$ cat src/rtl/alu_mul_seq.sv
`default_nettype none
// ============================================================================
// Module   : alu_mul_seq
// Purpose  : 8x8 shift-and-add multiplier (low byte of the product) that
//            borrows the shared combinational ALU for every arithmetic step.
// Option   : define ALU_MUL_SEQ_EARLY_TERM_EN to finish as soon as the
//            shifted multiplier reaches zero.
// Revision : 1.0 - initial release
// ============================================================================
module alu_mul_seq #(
  parameter int              W      = 8,
  parameter int              OPW    = 3,
  parameter logic [OPW-1:0]  OP_ADD = 3'b000,
  parameter logic [OPW-1:0]  OP_LSH = 3'b001,
  parameter logic [OPW-1:0]  OP_RSH = 3'b010
) (
  input  logic           Clk,
  input  logic           Reset,
  input  logic           Start,
  input  logic [W-1:0]   MulA,
  input  logic [W-1:0]   MulB,
  input  logic [W-1:0]   AluOut,
  input  logic           AluZero,
  output logic [W-1:0]   AluA,
  output logic [W-1:0]   AluB,
  output logic [OPW-1:0] AluOp,
  output logic           AluReq,
  output logic           Busy,
  output logic           Done,
  output logic [W-1:0]   Product
);

  typedef enum logic [2:0] {
    S_IDLE = 3'd0,
    S_ADD  = 3'd1,
    S_SHL  = 3'd2,
    S_SHR  = 3'd3,
    S_DONE = 3'd4
  } state_t;

  state_t         state;
  logic [W-1:0]   acc;
  logic [W-1:0]   mc;
  logic [W-1:0]   mr;
  logic [2:0]     cnt;
  logic           last_iter;

`ifdef ALU_MUL_SEQ_EARLY_TERM_EN
  // AluZero reflects the multiplier just shifted in SHR: no set bits remain.
  assign last_iter = (cnt == 3'd7) || AluZero;
`else
  logic unused_zero;
  assign unused_zero = AluZero;
  assign last_iter   = (cnt == 3'd7);
`endif

  // ALU drive values are registered for the state being entered, so every
  // output is a pure register with no path from Start.
  always_ff @(posedge Clk or posedge Reset) begin
    if (Reset) begin
      state   <= S_IDLE;
      acc     <= '0;
      mc      <= '0;
      mr      <= '0;
      cnt     <= '0;
      Product <= '0;
      Done    <= 1'b0;
      Busy    <= 1'b0;
      AluReq  <= 1'b0;
      AluA    <= '0;
      AluB    <= '0;
      AluOp   <= OP_ADD;
    end else begin
      Done <= 1'b0;
      case (state)
        S_IDLE, S_DONE: begin
          if (Start) begin
            acc    <= '0;
            mc     <= MulA;
            mr     <= MulB;
            cnt    <= '0;
            state  <= S_ADD;
            Busy   <= 1'b1;
            AluReq <= 1'b1;
            AluOp  <= OP_ADD;
            AluA   <= '0;
            AluB   <= MulA;
          end else begin
            state <= S_IDLE;
          end
        end
        S_ADD: begin
          if (mr[0]) acc <= AluOut;
          state <= S_SHL;
          AluOp <= OP_LSH;
          AluA  <= mc;
          AluB  <= '0;
        end
        S_SHL: begin
          mc    <= AluOut;
          state <= S_SHR;
          AluOp <= OP_RSH;
          AluA  <= mr;
          AluB  <= '0;
        end
        S_SHR: begin
          mr <= AluOut;
          if (last_iter) begin
            Product <= acc;
            state   <= S_DONE;
            Done    <= 1'b1;
            Busy    <= 1'b0;
            AluReq  <= 1'b0;
            AluOp   <= OP_ADD;
            AluA    <= '0;
            AluB    <= '0;
          end else begin
            cnt   <= cnt + 3'd1;
            state <= S_ADD;
            AluOp <= OP_ADD;
            AluA  <= acc;
            AluB  <= mc;
          end
        end
        default: begin
          state <= S_IDLE;
        end
      endcase
    end
  end

endmodule
`default_nettype wire
$ cat config.mk
export PLATFORM = sky130hd
export DESIGN_NAME = alu_mul_seq
export DESIGN_NICKNAME = d
export VERILOG_FILES = /design/src/rtl/alu_mul_seq.sv
export SDC_FILE = /design/constraint.sdc
export NUM_CORES = 1
export LEC_CHECK = 0
export CAP_MARGIN = 20
export CELL_PAD_IN_SITES_DETAIL_PLACEMENT = 1
export CELL_PAD_IN_SITES_GLOBAL_PLACEMENT = 2
export CORE_AREA = 2 2 94 96
export CTS_CLUSTER_DIAMETER = 50
export CTS_CLUSTER_SIZE = 40
export DETAILED_ROUTE_END_ITERATION = 8
export DIE_AREA = 0 0 96 98
export PLACE_DENSITY = 0.86
export SLEW_MARGIN = 30
export SYNTH_ARGS = -nofsm -noshare
export SYNTH_HDL_FRONTEND = slang
export SYNTH_SLANG_ARGS = --single-unit
$ cat constraint.sdc
create_clock -name Clk -period 2.12 [get_ports Clk]
set_input_delay 0.424 -clock Clk [delete_from_list [all_inputs] [get_ports Clk]]
set_output_delay 0.424 -clock Clk [all_outputs]
set_load 0.005 [all_outputs]
Yosys cells after proc, flatten, opt, wreduce, memory -nomap -nowiden
Cells that the tools add are included.

Muxes and demuxes: 23. Add/sub/neg operators: 1. Eq/ne operators: 9. Reductions and logical operators: 16.

Operators with widths (number): 2-to-1 mux 8 bit (6); case mux 8 bit (2 select lines) (3); case mux 8 bit (4 select lines) (1); case mux 3 bit (4 select lines) (2); case mux 8 bit (3 select lines) (1); AND reduction 2 bit (5); 2-to-1 mux 3 bit (3); AND reduction 3 bit (3); != test 2 bit, second input constant (4); equality test 3 x 2 -> 1 bit, second input constant (2); equality test 3 bit, second input constant (2); case mux 3 bit (2 select lines) (1); nonzero test 2 bit (3); 2-to-1 mux 1 bit (5); nonzero test 4 bit (1); OR reduction 2 bit (2); adder 3 x 1 -> 3 bit, second input constant (1); equality test 3 x 1 -> 1 bit, second input constant (1); logical NOT 3 bit (1); nonzero test 3 bit (1); case mux 1 bit (2 select lines) (1).

Word-level logic and storage cells: 60. Flip-flop bits (word level): 59.

Depth between registers and ports, before layout
Depth after elaboration: 4. Depth in mapped cells: 6. Mapped depth without buffers: 5.

Least setup slack after synthesis
OpenSTA, ideal clock, no wires.

Kind: flip-flop to flip-flop. From: register cnt[0]. To: register cnt[0]. Buffers on the path: 0. Clock period less this slack: 1.544 ns. Setup slack: 0.576 ns. Arrival time: 1.420 ns. Stages on the path, launching flop included: 6. Cells stage by stage: dfrtp_1 > ha_1 > ha_1 > and4bb_2 > nor2_1 > mux2_2.

Word-level cells in the longest chain between the ends: 3. Elaborated cells on any way between the ends: 6. Classes of those cells: add/sub: 1; eq/ne: 2; mux: 2; reduce/logical: 1.

Ends and longest elaborated chain: start, declared (line 45) `logic [2:0] cnt;`; start signal, assigned (line 118) `cnt <= cnt + 3'd1;`; adder 3 x 1 -> 3 bit or equality test 3 bit (tied branches) (line 118, 54); 2-to-1 mux 3 bit or != test 2 bit (tied branches); case mux 3 bit (2 select lines) or AND reduction 3 bit (tied branches).

Parallel ways exist; a longest one is shown, timed or not. The select of a mux whose other input is x is not followed. A chain may end at the register's enable or synchronous reset.

Final worst setup path
From: register state[2]. To: register acc[3].

Word-level cells in the longest chain between the ends: 4. Elaborated cells on any way between the ends: 9. Classes of those cells: eq/ne: 4; mux: 1; reduce/logical: 4.

Ends and longest elaborated chain: start, declared (line 41) `state_t state;`; start signal, assigned (line 61) `state <= S_IDLE;`; start signal, assigned (line 82) `state <= S_ADD;`; start signal, assigned (line 89) `state <= S_IDLE;`; equality test 3 bit or logical NOT 3 bit (tied branches) (line 75) `case (state)`; OR reduction 2 bit (line 75); != test 2 bit (no source line) or nonzero test 2 bit (tied branches); AND reduction 3 bit (no source line); end signal, assigned (line 93) `if (mr[0]) acc <= AluOut;`; end, declared (line 42) `logic [W-1:0] acc;`.

Parallel ways exist; a longest one is shown, timed or not.

==> results.cfg <==
[run_status]
status = finished, final reports clean

[finish]
layout_commonest_cell = dfrtp_1
final_nets = 324
utilization = 0.412
drive_gt1_frac = 0.141
design_area_mm2 = 0.00349
final_cell_mix = dfrtp_1 (58), clkdlybuf4s50_1 (55), nand2_1 (36), o21ai_0 (17), nor2_1 (11)
multi_input_area_mm2 = 0.00103
regArea_mm2 = 0.00145
n_antenna_cell = 0
syn_to_final_growth_pct = 33.6
fillers = 946

[sta]
max_slew_margin = 0.490
min_period_ns = 1.79
fmax_mhz = 559
worst_pin_slew_ns = 0.763
hold_viol = 0
fin_hold_ws_ns = 0.463
rsz0062_at_grt = no
tns_ns = 0
finClkSkew_ns = 0.0126
final_max_slew_viol_count = 0
min_period_over_period = 0.844
setup_violations = 0

[routing]
first_pass_iters = 4
drc = 0
ant_nets = 0
vias = 1996
wl_per_cell_um = 16.8
wl_um = 6830
drt-initial-drc-count = 75
viasPerCell = 4.92

[floorplanning]
ios = 58
die_area_mm2 = 0.00941
initial_core_util = 0.308
fp.dieW_um = 96
num_rows = 34
core_mm2 = 0.00847
die_y_um = 98

[yosys]
synthesis.nets = 266
syn_area_mm2 = 0.00261
ys_types = 33
synthTopCellsByArea = dfrtp_1 (56%), nand2_1 (5.2%), mux2_2 (3.9%)
ys_ff_latch = 58
yosysSeqAreaShare = 0.556
synth_top_area_share = 0.556
synth_warnings = 0
avgSynthCellArea_um2 = 11.1
synth_cells = 235
yosysTopAreaCell = dfrtp_1

[worst_setup_path]
end_kind = flip-flop
path_depth = 3
crit_path_cell_trace = nor2_1 -> a31oi_2 -> mux2i_1
path_max_fanout = 15
crit_slowest_cell = a31oi_2
rr_startpoint = state[2]
cp.required_ns = 2.37
arrival_ns = 2.04
max_stage_delay_ns = 0.67
worstSetupPathType = flip-flop to flip-flop
reg2reg_depth = 3
critical_path_buf_inv_count = 0
start_kind = flip-flop
crit_family = compound AO/OA/AOI/OAI gates
crit_path_start = state[2]

[power]
total_leakage_power_uw = 0.00157
irDropWorstVdd_mv = 0.460
power_density_mw_per_mm2 = 1450

[clock_network]
cts_buffers = 9
htreeDepth = 3
path_clk_slew_ns = 0.07
cts_tree = done
clk_path_buf_depth = 2
cts-root-buf = clkbuf_8
clkSinkCount = 58
insertion_delay_ns = 0.34
postCtsHoldBufs = 0

[grt]
grt_pass1_wl_um = 11300
overflow = 0
antenna_found_initial = 0
grt_max_degree = 59
grt_pass1_vias = 2151
grtUsageTotal = 0.158

[worst_hold_path]
worstHoldPathType = input pin to async pin

[placed_design]
io_buffers = 55
gp_congestion = 0.778
place_area_mm2 = 0.00328
dp_hpwl_um = 4700

[run]
drv_cap = 0
## metal layers
layer,routed length [µm],part of all wire,track usage
met5,0,0,0
met4,114,0.017,0.0615
met3,293,0.043,0.0347
met2,3180,0.47,0.243
met1,3240,0.47,0.217
## report_power, final
group          internal (µW)  switching [µW]  leakage, µW
logic                   1090             974     0.000760
registers               1590             384     0.000718
clock network            574             471    0.0000945
total                   3250            1830      0.00157
## repair_timing
action / 4_1_cts / 5_1_grt
setup buffers: 0 / 0
setup endpoints to repair: 0 / 8
gates resized for setup: 0 / 1
## worst register-to-register path, cell delays in order (launching register included)
cell and delay [ns]:
dfrtp_1 0.63, nor2_1 0.14, a31oi_2 0.67, mux2i_1 0.27
## per-stage QoR
stage	setup slack [ns]	power, µW	cells
after floorplan	0.268	3180	235
after global placement	0.0965	3960	390
after detailed placement	0.0223	4050	390
after CTS	0.116	5120	406
after global routing	0.148	5470	406
final	0.330	5080	406
## cells by family after synthesis
logic type	synth area share
muxes	0.0695
AOI/OAI and AO/OA	0.197
and+or+nand+nor	0.111
DFF	0.556
other	0.00144
adders and majority gates	0.0144
buffers and inverters	0.0508
## synthesized netlist by cell type (all sizes together)
| cell type | number |
|---|---|
| dfrtp | 58 |
| nand2 | 36 |
| o21ai | 17 |
| buf | 13 |
| inv | 11 |
| nor2 | 11 |
| a22o | 10 |
| a31oi | 9 |
| mux2 | 9 |
| a21o | 8 |
| a22oi | 8 |
| a2bb2oi | 8 |
| a32oi | 8 |
| mux2i | 8 |
| clkbuf | 3 |
| ha | 3 |
| and4bb | 2 |
| nor2b | 2 |
| nor3b | 2 |
| or3b | 2 |
| a31o | 1 |
| and2 | 1 |
| and3b | 1 |
| conb | 1 |
| nand2b | 1 |
| nand3 | 1 |
| o21bai | 1 |
## registers in the layout, summed over array words and instances (netlist names)
register and flops:
Busy 1, AluB 8, Product 8, cnt 3, AluA 8, Done 1, AluOp 2, acc 8
mr 8, mc 8, state 3
## final cells by class
| class | count | share of cell area |
|---|---|---|
| Sequential cell | 58 | 0.416 |
| Multi-Input combinational cell | 150 | 0.297 |
| Timing Repair Buffer | 63 | 0.179 |
| Clock buffer | 10 | 0.0394 |
| Tap cell | 108 | 0.0387 |
| Clock inverter | 6 | 0.0190 |
| Inverter | 11 | 0.0118 |
## final timing paths
check,endpoint,slack [ns]
min in group Clk,mr[4],0.48
max in group asynchronous,acc[3],1.40
worst max register to register,acc[3],0.33
worst min register to register,mr[4],0.48
worst max-delay path,acc[3],0.33
worst min-delay path,cnt[0],0.46
Power figures use the tool's default switching activity.
